$ cat config.mk
export PLATFORM = sky130hd
export DESIGN_NAME = blackjack_game_ctrl
export DESIGN_NICKNAME = d
export VERILOG_FILES = /design/src/rtl/bj_pkg.sv /design/src/rtl/bj_hand_acc.sv /design/src/rtl/blackjack_game_ctrl.sv
export SDC_FILE = /design/constraint.sdc
export NUM_CORES = 1
export LEC_CHECK = 0
export ABC_AREA = 1
export BUFFER_PORTS_ARGS = -buffer_cell sky130_fd_sc_hd__buf_2
export CAP_MARGIN = 0
export CORE_MARGIN = 8
export CORE_UTILIZATION = 65
export DETAILED_ROUTE_END_ITERATION = 8
export PLACE_DENSITY = 0.85
export SYNTH_ARGS = -nofsm -noshare
export SYNTH_HDL_FRONTEND = slang
export SYNTH_SLANG_ARGS = --single-unit
export TNS_END_PERCENT = 20
$ cat constraint.sdc
create_clock -name CLOCK_50 -period 7.8 [get_ports CLOCK_50]
set_clock_uncertainty 0.2 [all_clocks]
set_input_delay 1.56 -clock CLOCK_50 [delete_from_list [all_inputs] [get_ports CLOCK_50]]
set_output_delay 1.56 -clock CLOCK_50 [all_outputs]
set_load 0.02 [all_outputs]
$ cat src/rtl/bj_pkg.sv
// Shared encodings, result codes and card helpers for the blackjack sequencer.
package bj_pkg;

  typedef enum logic [3:0] {
    ST_SHUFFLE     = 4'd0,
    ST_DEAL_P1     = 4'd1,
    ST_DEAL_D1     = 4'd2,
    ST_DEAL_P2     = 4'd3,
    ST_DEAL_D2     = 4'd4,
    ST_PLAYER_TURN = 4'd5,
    ST_PLAYER_DRAW = 4'd6,
    ST_DEALER_TURN = 4'd7,
    ST_DEALER_DRAW = 4'd8,
    ST_RESULT      = 4'd9
  } bj_state_t;

  localparam logic [1:0] RES_NONE   = 2'b00;
  localparam logic [1:0] RES_PLAYER = 2'b01;
  localparam logic [1:0] RES_DEALER = 2'b10;
  localparam logic [1:0] RES_PUSH   = 2'b11;

  localparam logic [4:0] BJ_LIMIT  = 5'd21;
  localparam logic [4:0] ACE_BONUS = 5'd10;

  // 0 is read as an ace, anything above 10 as a ten-valued card.
  function automatic logic [4:0] norm_card(input logic [3:0] value);
    logic [4:0] v;
    if (value == 4'd0)
      v = 5'd1;
    else if (value > 4'd10)
      v = 5'd10;
    else
      v = {1'b0, value};
    return v;
  endfunction

  function automatic logic [1:0] decide_result(input logic [4:0] player,
                                               input logic [4:0] dealer);
    logic [1:0] r;
    if (dealer > BJ_LIMIT)
      r = RES_PLAYER;
    else if (player > dealer)
      r = RES_PLAYER;
    else if (dealer > player)
      r = RES_DEALER;
    else
      r = RES_PUSH;
    return r;
  endfunction

endpackage

$ cat src/rtl/bj_hand_acc.sv
// One blackjack hand: hard sum with aces as 1, an ace flag and a saturating card count.
module bj_hand_acc
  import bj_pkg::*;
(
  input  logic       clk,
  input  logic       clear,
  input  logic       add,
  input  logic [3:0] value,
  output logic [4:0] total,
  output logic       bust,
  output logic [3:0] count
);

  logic [4:0] hard;
  logic       ace;
  logic [4:0] card;

  assign card = norm_card(value);

  always_ff @(posedge clk) begin
    if (clear) begin
      hard  <= 5'd0;
      ace   <= 1'b0;
      count <= 4'd0;
    end else if (add) begin
      hard <= hard + card;
      if (card == 5'd1)
        ace <= 1'b1;
      if (count != 4'hf)
        count <= count + 4'd1;
    end
  end

  // One ace may count as 11 only while that keeps the hand at or under 21.
  assign total = (ace && hard <= (BJ_LIMIT - ACE_BONUS)) ? hard + ACE_BONUS : hard;
  assign bust  = (total > BJ_LIMIT);

endmodule

$ cat src/rtl/blackjack_game_ctrl.sv
// Blackjack round sequencer: shuffle, deal, player hit/stay, dealer draw-to-stand, result.
//
// state           | meaning
// ST_SHUFFLE      | pulse shuffle_start, wait for shuffle_done
// ST_DEAL_P1..D2  | draw one card to player/dealer, then pace GAME_TIMER cycles
// ST_PLAYER_TURN  | wait for hit or stay (stay wins a tie)
// ST_PLAYER_DRAW  | draw one player card, then check bust / 21
// ST_DEALER_TURN  | pace GAME_TIMER cycles, then draw or stand
// ST_DEALER_DRAW  | draw one dealer card
// ST_RESULT       | hold result and totals until new_game_pulse
module blackjack_game_ctrl
  import bj_pkg::*;
#(
  parameter logic [26:0] GAME_TIMER   = 27'd50_000_000,
  parameter logic [4:0]  DEALER_STAND = 5'd17
) (
  input  logic       CLOCK_50,
  input  logic       reset,
  input  logic       hit_pulse,
  input  logic       stay_pulse,
  input  logic       new_game_pulse,
  output logic       shuffle_start,
  input  logic       shuffle_done,
  output logic       card_req,
  input  logic       card_valid,
  input  logic [3:0] card_value,
  output logic [4:0] player_total,
  output logic [4:0] dealer_total,
  output logic [3:0] player_cards,
  output logic [3:0] state_code,
  output logic [1:0] result
);

  localparam logic [26:0] TIMER_LAST = (GAME_TIMER == 27'd0) ? 27'd0 : GAME_TIMER - 27'd1;

  bj_state_t   state;
  logic [26:0] timer;
  logic        drawn;
  logic        armed;
  logic        card_taken;
  logic        player_add;
  logic        dealer_add;
  logic        hand_clear;
  logic        timer_done;
  logic        player_bust;
  logic        dealer_bust;
  logic [3:0]  dealer_cards;

  assign card_taken = card_req && card_valid;
  assign player_add = card_taken && (state == ST_DEAL_P1 || state == ST_DEAL_P2 ||
                                     state == ST_PLAYER_DRAW);
  assign dealer_add = card_taken && (state == ST_DEAL_D1 || state == ST_DEAL_D2 ||
                                     state == ST_DEALER_DRAW);
  assign hand_clear = reset || (state == ST_RESULT && new_game_pulse);
  assign timer_done = (timer == TIMER_LAST);
  assign state_code = state;

  bj_hand_acc u_player (
    .clk   (CLOCK_50),
    .clear (hand_clear),
    .add   (player_add),
    .value (card_value),
    .total (player_total),
    .bust  (player_bust),
    .count (player_cards)
  );

  bj_hand_acc u_dealer (
    .clk   (CLOCK_50),
    .clear (hand_clear),
    .add   (dealer_add),
    .value (card_value),
    .total (dealer_total),
    .bust  (dealer_bust),
    .count (dealer_cards)
  );

  always_ff @(posedge CLOCK_50) begin
    if (reset) begin
      state         <= ST_SHUFFLE;
      timer         <= 27'd0;
      drawn         <= 1'b0;
      armed         <= 1'b1;
      shuffle_start <= 1'b0;
      card_req      <= 1'b0;
      result        <= RES_NONE;
    end else begin
      shuffle_start <= 1'b0;
      if (card_taken) begin
        card_req <= 1'b0;
        drawn    <= 1'b1;
      end

      case (state)
        ST_SHUFFLE: begin
          if (armed) begin
            shuffle_start <= 1'b1;
            armed         <= 1'b0;
          end else if (shuffle_done) begin
            state    <= ST_DEAL_P1;
            card_req <= 1'b1;
            drawn    <= 1'b0;
            timer    <= 27'd0;
          end
        end

        // Pacing starts only once the card has actually arrived.
        ST_DEAL_P1, ST_DEAL_D1, ST_DEAL_P2: begin
          if (drawn) begin
            if (timer_done) begin
              state    <= (state == ST_DEAL_P1) ? ST_DEAL_D1 :
                          (state == ST_DEAL_D1) ? ST_DEAL_P2 : ST_DEAL_D2;
              card_req <= 1'b1;
              drawn    <= 1'b0;
              timer    <= 27'd0;
            end else begin
              timer <= timer + 27'd1;
            end
          end
        end

        ST_DEAL_D2: begin
          if (drawn) begin
            if (timer_done) begin
              state <= (player_total == BJ_LIMIT) ? ST_DEALER_TURN : ST_PLAYER_TURN;
              timer <= 27'd0;
            end else begin
              timer <= timer + 27'd1;
            end
          end
        end

        ST_PLAYER_TURN: begin
          if (stay_pulse) begin
            state <= ST_DEALER_TURN;
            timer <= 27'd0;
          end else if (hit_pulse) begin
            state    <= ST_PLAYER_DRAW;
            card_req <= 1'b1;
            drawn    <= 1'b0;
            timer    <= 27'd0;
          end
        end

        ST_PLAYER_DRAW: begin
          if (drawn) begin
            timer <= 27'd0;
            if (player_bust) begin
              state  <= ST_RESULT;
              result <= RES_DEALER;
            end else if (player_total == BJ_LIMIT) begin
              state <= ST_DEALER_TURN;
            end else begin
              state <= ST_PLAYER_TURN;
            end
          end
        end

        // A saturated card count also stops the dealer so the count stays truthful.
        ST_DEALER_TURN: begin
          if (timer_done) begin
            timer <= 27'd0;
            if (dealer_total < DEALER_STAND && dealer_cards != 4'hf) begin
              state    <= ST_DEALER_DRAW;
              card_req <= 1'b1;
              drawn    <= 1'b0;
            end else begin
              state  <= ST_RESULT;
              result <= dealer_bust ? RES_PLAYER : decide_result(player_total, dealer_total);
            end
          end else begin
            timer <= timer + 27'd1;
          end
        end

        ST_DEALER_DRAW: begin
          if (card_taken) begin
            state <= ST_DEALER_TURN;
            timer <= 27'd0;
          end
        end

        ST_RESULT: begin
          if (new_game_pulse) begin
            state  <= ST_SHUFFLE;
            result <= RES_NONE;
            armed  <= 1'b1;
            timer  <= 27'd0;
          end
        end

        default: begin
          state    <= ST_SHUFFLE;
          card_req <= 1'b0;
          armed    <= 1'b1;
          timer    <= 27'd0;
        end
      endcase
    end
  end

endmodule

=== Yosys cells after proc, flatten, opt, wreduce, memory -nomap -nowiden ===
Index checks and enable logic that the tools add are counted.

* Flip-flop bits (word level): 57
* Bits of input ports: 11
* Output and inout port bits: 22
* Word-level logic and storage cells: 150

* Add/sub/neg operators: 7
* Magnitude comparators: 8
* Equal/unequal tests: 28
* Mux-type cells: 64
* Bitwise operators: 2
* Reductions and logical operators: 28

{| class="wikitable"
|+ Operators by type and width
! cell !! number
|-
| $mux 27 || 9
|-
| $pmux 27 s7 || 1
|-
| $mux 4 || 15
|-
| $pmux 4 s8 || 1
|-
| $add 27x1->27 const B || 1
|-
| $eq 27x26->1 const B || 1
|-
| $ne 2x2->1 const B || 12
|-
| $mux 1 || 22
|-
| $eq 4x3->1 const B || 4
|-
| $mux 2 || 8
|-
| $reduce_and 11->1 || 1
|-
| $add 5x4->5 const B || 2
|-
| $gt 5x5->1 || 2
|-
| $gt 5x5->1 const B || 2
|-
| $le 5x4->1 const B || 2
|-
| $mux 5 || 2
|-
| $reduce_and 2->1 || 5
|-
| $add 4x1->4 const B || 2
|-
| $eq 4x1->1 const B || 2
|-
| $eq 4x2->1 const B || 2
|-
| $eq 4x4->1 const B || 2
|-
| $logic_not 4->1 || 2
|-
| $ne 4x4->1 const B || 2
|-
| $reduce_or 4->1 || 2
|-
| other kinds (21) || 33
|}

=== Logic depth before layout (Yosys ltp) ===
* Word-level depth: 10
* Gate-level depth with buffers: 18
* Gate-level depth less buffers: 18

=== Cells and area by module ===
Synthesis repeated with hierarchy kept, for this count alone.

* Cell total of the unflattened synthesis: 729
* Area, all modules: 4430.5 µm²

{| class="wikitable"
|+ Modules (own cells, without submodules)
! module !! times used !! cells an instance !! area each (µm²) !! sequential area each (µm²)
|-
| blackjack_game_ctrl || 1 || 519 || 2964.1 || 740.7
|-
| bj_hand_acc || 2 || 105 || 733.2 || 200.2
|}

=== Least setup slack after synthesis ===
No wires, ideal clock.

* Path type: in2reg
* Start point: input port card_value[2]
* End point: register u_dealer.hard[4]
* Library setup time: 122 ps
* Arrival: 3245 ps
* Data required time: 7478 ps
* Path slack: 4233 ps
* Cell stages on the path: 14
* Path buffers: 0
* Path through: a21oi_1 > inv_1 > nand3_1 > o21ai_0 > inv_1 > ha_1 > inv_1 > fa_1 > nor2_1 > nor2_1 > nor2_1 > o21ai_0 > o21ai_0 > a21oi_1

* Word-level cells in the longest chain between the ends: 4
* Elaborated cells between the ends (all ways): 5
* Classes of those cells: add/sub (1); order compare (1); mux (2); reduce/logical (1)

{| class="wikitable"
|+ RTL lines
! item !! RTL line !! text
|-
| start, declared || blackjack_game_ctrl.sv:26 || <nowiki>input logic [3:0] card_value,</nowiki>
|-
| $gt 4x4->1 || bj_pkg.sv:30 || <nowiki>else if (value > 4'd10)</nowiki>
|-
| $mux 4 || bj_pkg.sv:30 ||
|-
| $mux 4 (*) || bj_pkg.sv:28 || <nowiki>if (value == 4'd0)</nowiki>
|-
| $add 5x4->5 (*) || bj_hand_acc.sv:26 || <nowiki>hard <= hard + card;</nowiki>
|-
| end signal, assigned || bj_hand_acc.sv:26 ||
|-
| end, declared || bj_hand_acc.sv:14 || <nowiki>logic [4:0] hard;</nowiki>
|}

Mark *: on every way between the ends. The rest lies on a longest branch, timed or not.
A chain may end at the register's enable or synchronous reset.

=== Final worst setup path ===
* Start point: register u_dealer.hard[2]
* End point: output port dealer_total[4]

* Word-level cells in the longest chain between the ends: 3
* Elaborated cells between the ends (all ways): 4
* Classes of those cells: add/sub (1); order compare (1); mux (1); reduce/logical (1)

{| class="wikitable"
|+ RTL lines
! item !! RTL line !! text
|-
| $le 5x4->1 || bj_hand_acc.sv:35 || <nowiki>assign total = (ace && hard <= (BJ_LIMIT - ACE_BONUS)) ? hard + ACE_BONUS : hard;</nowiki>
|-
| $logic_and 1x1->1 || bj_hand_acc.sv:35 ||
|-
| $mux 5 (*) || bj_hand_acc.sv:35 ||
|-
| end, declared || blackjack_game_ctrl.sv:28 || <nowiki>output logic [4:0] dealer_total,</nowiki>
|}

Marks and branches as above.

==> results.toml <==
[cts]
cts_tree = "yes"
clock-sinks = 57
h-tree-depth = 3
cts_hold_buf = 0
clkTransAtPathRegs_ns = 0.07
clk_path_buf_depth = 2
clk_latency_ns = 0.34
cts_root_buffer = "clkbuf_8"
cts.repair.resized = 0
cts_post_setup_buffers_inserted = 0
cts_buffers = 9

[critical_path]
crit_required_ns = 6.04
crit_buf_inv = 2
rr_startpoint = "u_player.hard[2]"
criticalPathCategory = "flop to primary output"
end_kind = "primary output"
cp.depth = 8
slowest_delay_ns = 0.42
cp_top_family = "simple AND/OR/NAND/NOR gates"
path_cells = "inv_1 -> ha_1 -> nand3_1 -> nand2_1 -> nand2_2 -> nand3_1 -> o21ai_1 -> buf_2"
rr_worst_depth = 15
crit_path_start_kind = "flop"
cp_slowest_cell = "dfxtp_1"
cp_max_fo = 7
worstSetupStartpoint = "u_dealer.hard[2]"
cpMostUsedCell = "nand3_1"
crit_arrival_ns = 2.08

[yosys]
synth-seq-cells = 57
synthTopCellsByCount = "nand2_1 (91), nor2_1 (66), inv_1 (65)"
avgSynthCellArea_um2 = 6.973
syn_inst = 555
yosysMostFrequentCell = "nand2_1"
synthesis.area_um2 = 3870
yosysSeqAreaShare = 0.2949
async_reset_ff_frac = 0
synthesis.nets = 585
ys_top_cells_by_area = "dfxtp_1 (29%), nand2_1 (8.8%), nor2_1 (6.4%), inv_1 (6.3%), a21oi_1 (6.2%)"
synth_top_cell_by_area = "dfxtp_1"
synth_ff_type = "dfxtp_1"
netlist.area_leader.share = 0.2949
synth_edf_count = 0
ys_types = 53
yosys_warnings = 0

[cells_and_area]
area_growth_syn_to_layout_pct = 10.02
stdcell_count = 666
fin_nets = 616
layout-drive-gt1-share = 0.1692
antennaDiodeCount = 0

[global_routing]
grt_pass1_wl_mm = 16.33
grt_util_all_layers = 0.2290
grt_start_max_net_pins = 17
overflow = 0
antenna_found_initial = 0
grt_pass1_vias = 3693

[routing]
drt_iter0_markers = 255
post-route-drc-count = 0
finalWirelength_mm = 9.469
drt-pass1-iter-count = 5
ant_nets = 0
vias_per_cell = 5.782
vias = 3851
wl_per_cell_um = 14.22

[worst_hold_path]
min_from = "u_dealer.count[3]"
hp-class = "flop to flop"
hold_path_depth = 1

[pwr]
p_leak_nw = 1.839
p_comb_frac = 0.264
ir_worst_vdd_mv = 0.1349
internal_power_uw = 561.7
swShare = 0.3462
power_frac_seq = 0.372
powerDensity_nw_per_um2 = 201.8
power.share.clock = 0.363
power.switching_uw = 297.5

[run_status]
status = "complete, no violations"

[floorplanning]
rows = 28
io-pin-count = 33
initial_core_util = 0.6615
dieArea_um2 = 8679
die_h_um = 93.16
die_w_um = 93.16
core-area_um2 = 5851

[timing]
max_freq_mhz = 260.6
rsz0062_at_grt = "false"
finalSetupViolCount = 0
period_minus_slack_ns = 3.838
finalCritPeriodShare = 0.4920
maxSlewHeadroom = 0.6827
report.final.slew_viol_count = 0
tns_ns = 0
finalHoldViolCount = 0
tightest_slew_ns = 0.4753

[flow_run]
maxCapViolCount = 0

[placed_design]
placed_cells = 650
portBuffers = 32
gp_congestion = 0.9987
hpwl_mm = 7.288
placed cells by master (no fill, tap or decap), types with 2 or more instances in the layout:
cell / Yosys / layout
nor2_2: 7 / 7
fa_1: 2 / 2
nor4_1: 3 / 3
nor3_1: 14 / 14
nand3b_1: 3 / 3
inv_1: 65 / 65
a31oi_1: 3 / 3
nand3_1: 25 / 25
nor3_4: 2 / 2
o21ai_0: 33 / 33
ha_1: 17 / 17
nor4_4: 2 / 2
a211oi_1: 3 / 3
nand2_2: 6 / 6
bufinv_16: 0 / 2
nand4_1: 15 / 15
nor2_1: 66 / 66
nor3_2: 4 / 4
nand2_1: 91 / 91
clkinv_2: 0 / 2
xnor2_1: 5 / 5
inv_2: 14 / 14
clkbuf_8: 0 / 10
o22ai_1: 4 / 4
a41oi_1: 2 / 2
o21ai_1: 12 / 12
nor2_4: 7 / 7
buf_2: 0 / 32
o21bai_1: 2 / 2
dfxtp_1: 57 / 57
a21oi_1: 48 / 48
nand4_2: 2 / 2
xor2_1: 9 / 9
power by group through the flow:
stage	clock [mW]	sequential, mW	combinational (mW)
2_1_floorplan	0	0.327	0.194
3_3_place_gp	0	0.326	0.218
3_5_place_dp	0	0.326	0.223
4_1_cts	0.315	0.320	0.227
5_1_grt	0.326	0.322	0.253
6_report	0.312	0.320	0.227
state kept, by name, summed over array words and instances (netlist names):
register,cells
timer,27
u_dealer.hard,5
u_player.hard,5
state_code,4
u_dealer.count,4
u_player.count,4
result,2
armed,1
card_req,1
drawn,1
shuffle_start,1
u_dealer.ace,1
u_player.ace,1
routing by layer:
layer | global-route usage | wire length [um] | up-vias
li1 | - | - | 1920
met1 | 0.2753 | 4161 | 1760
met2 | 0.3763 | 4419 | 144
met3 | 0.05449 | 645 | 27
met4 | 0.1087 | 243 | 0
met5 | 0 | 0 | -
through the flow:
stage	hold slack (ns)	setup WS (ns)	util	power, mW	cell area [um^2]
floorplan	0.2231	4.233	-	0.5211	3870
global placement	0.2478	3.952	0.6901	0.5444	4038
detailed placement	0.2562	3.868	0.6901	0.5494	4038
CTS	0.2673	3.971	0.7278	0.8613	4258
global route	0.2839	3.828	0.7278	0.9004	4258
finish	0.2645	3.962	0.7278	0.8592	4258
worst paths after layout:
path | to | slack [ns]
max | dealer_total[4] | 3.96
min | u_dealer.count[3] | 0.26
max reg2reg | result[1] | 5.00
min reg2reg | u_dealer.count[3] | 0.26
final cells by class:
class,count,area [um^2]
Sequential cell,57,1141
Clock buffer,11,141.4
Tap cell,75,93.84
Fill cell,496,1593
Inverter,81,306.5
Multi-Input combinational cell,405,2336
Clock inverter,5,78.83
Timing Repair Buffer,32,160.2
cells by family after synthesis:
family / Yosys count / synth area share
simple gates: 256 / 0.3382
compound gates: 116 / 0.1684
buf+inv: 93 / 0.1015
flops: 57 / 0.2949
fa+ha+maj: 19 / 0.06531
xor+xnor: 14 / 0.03169
No activity file was read; power rests on OpenSTA's default activity.
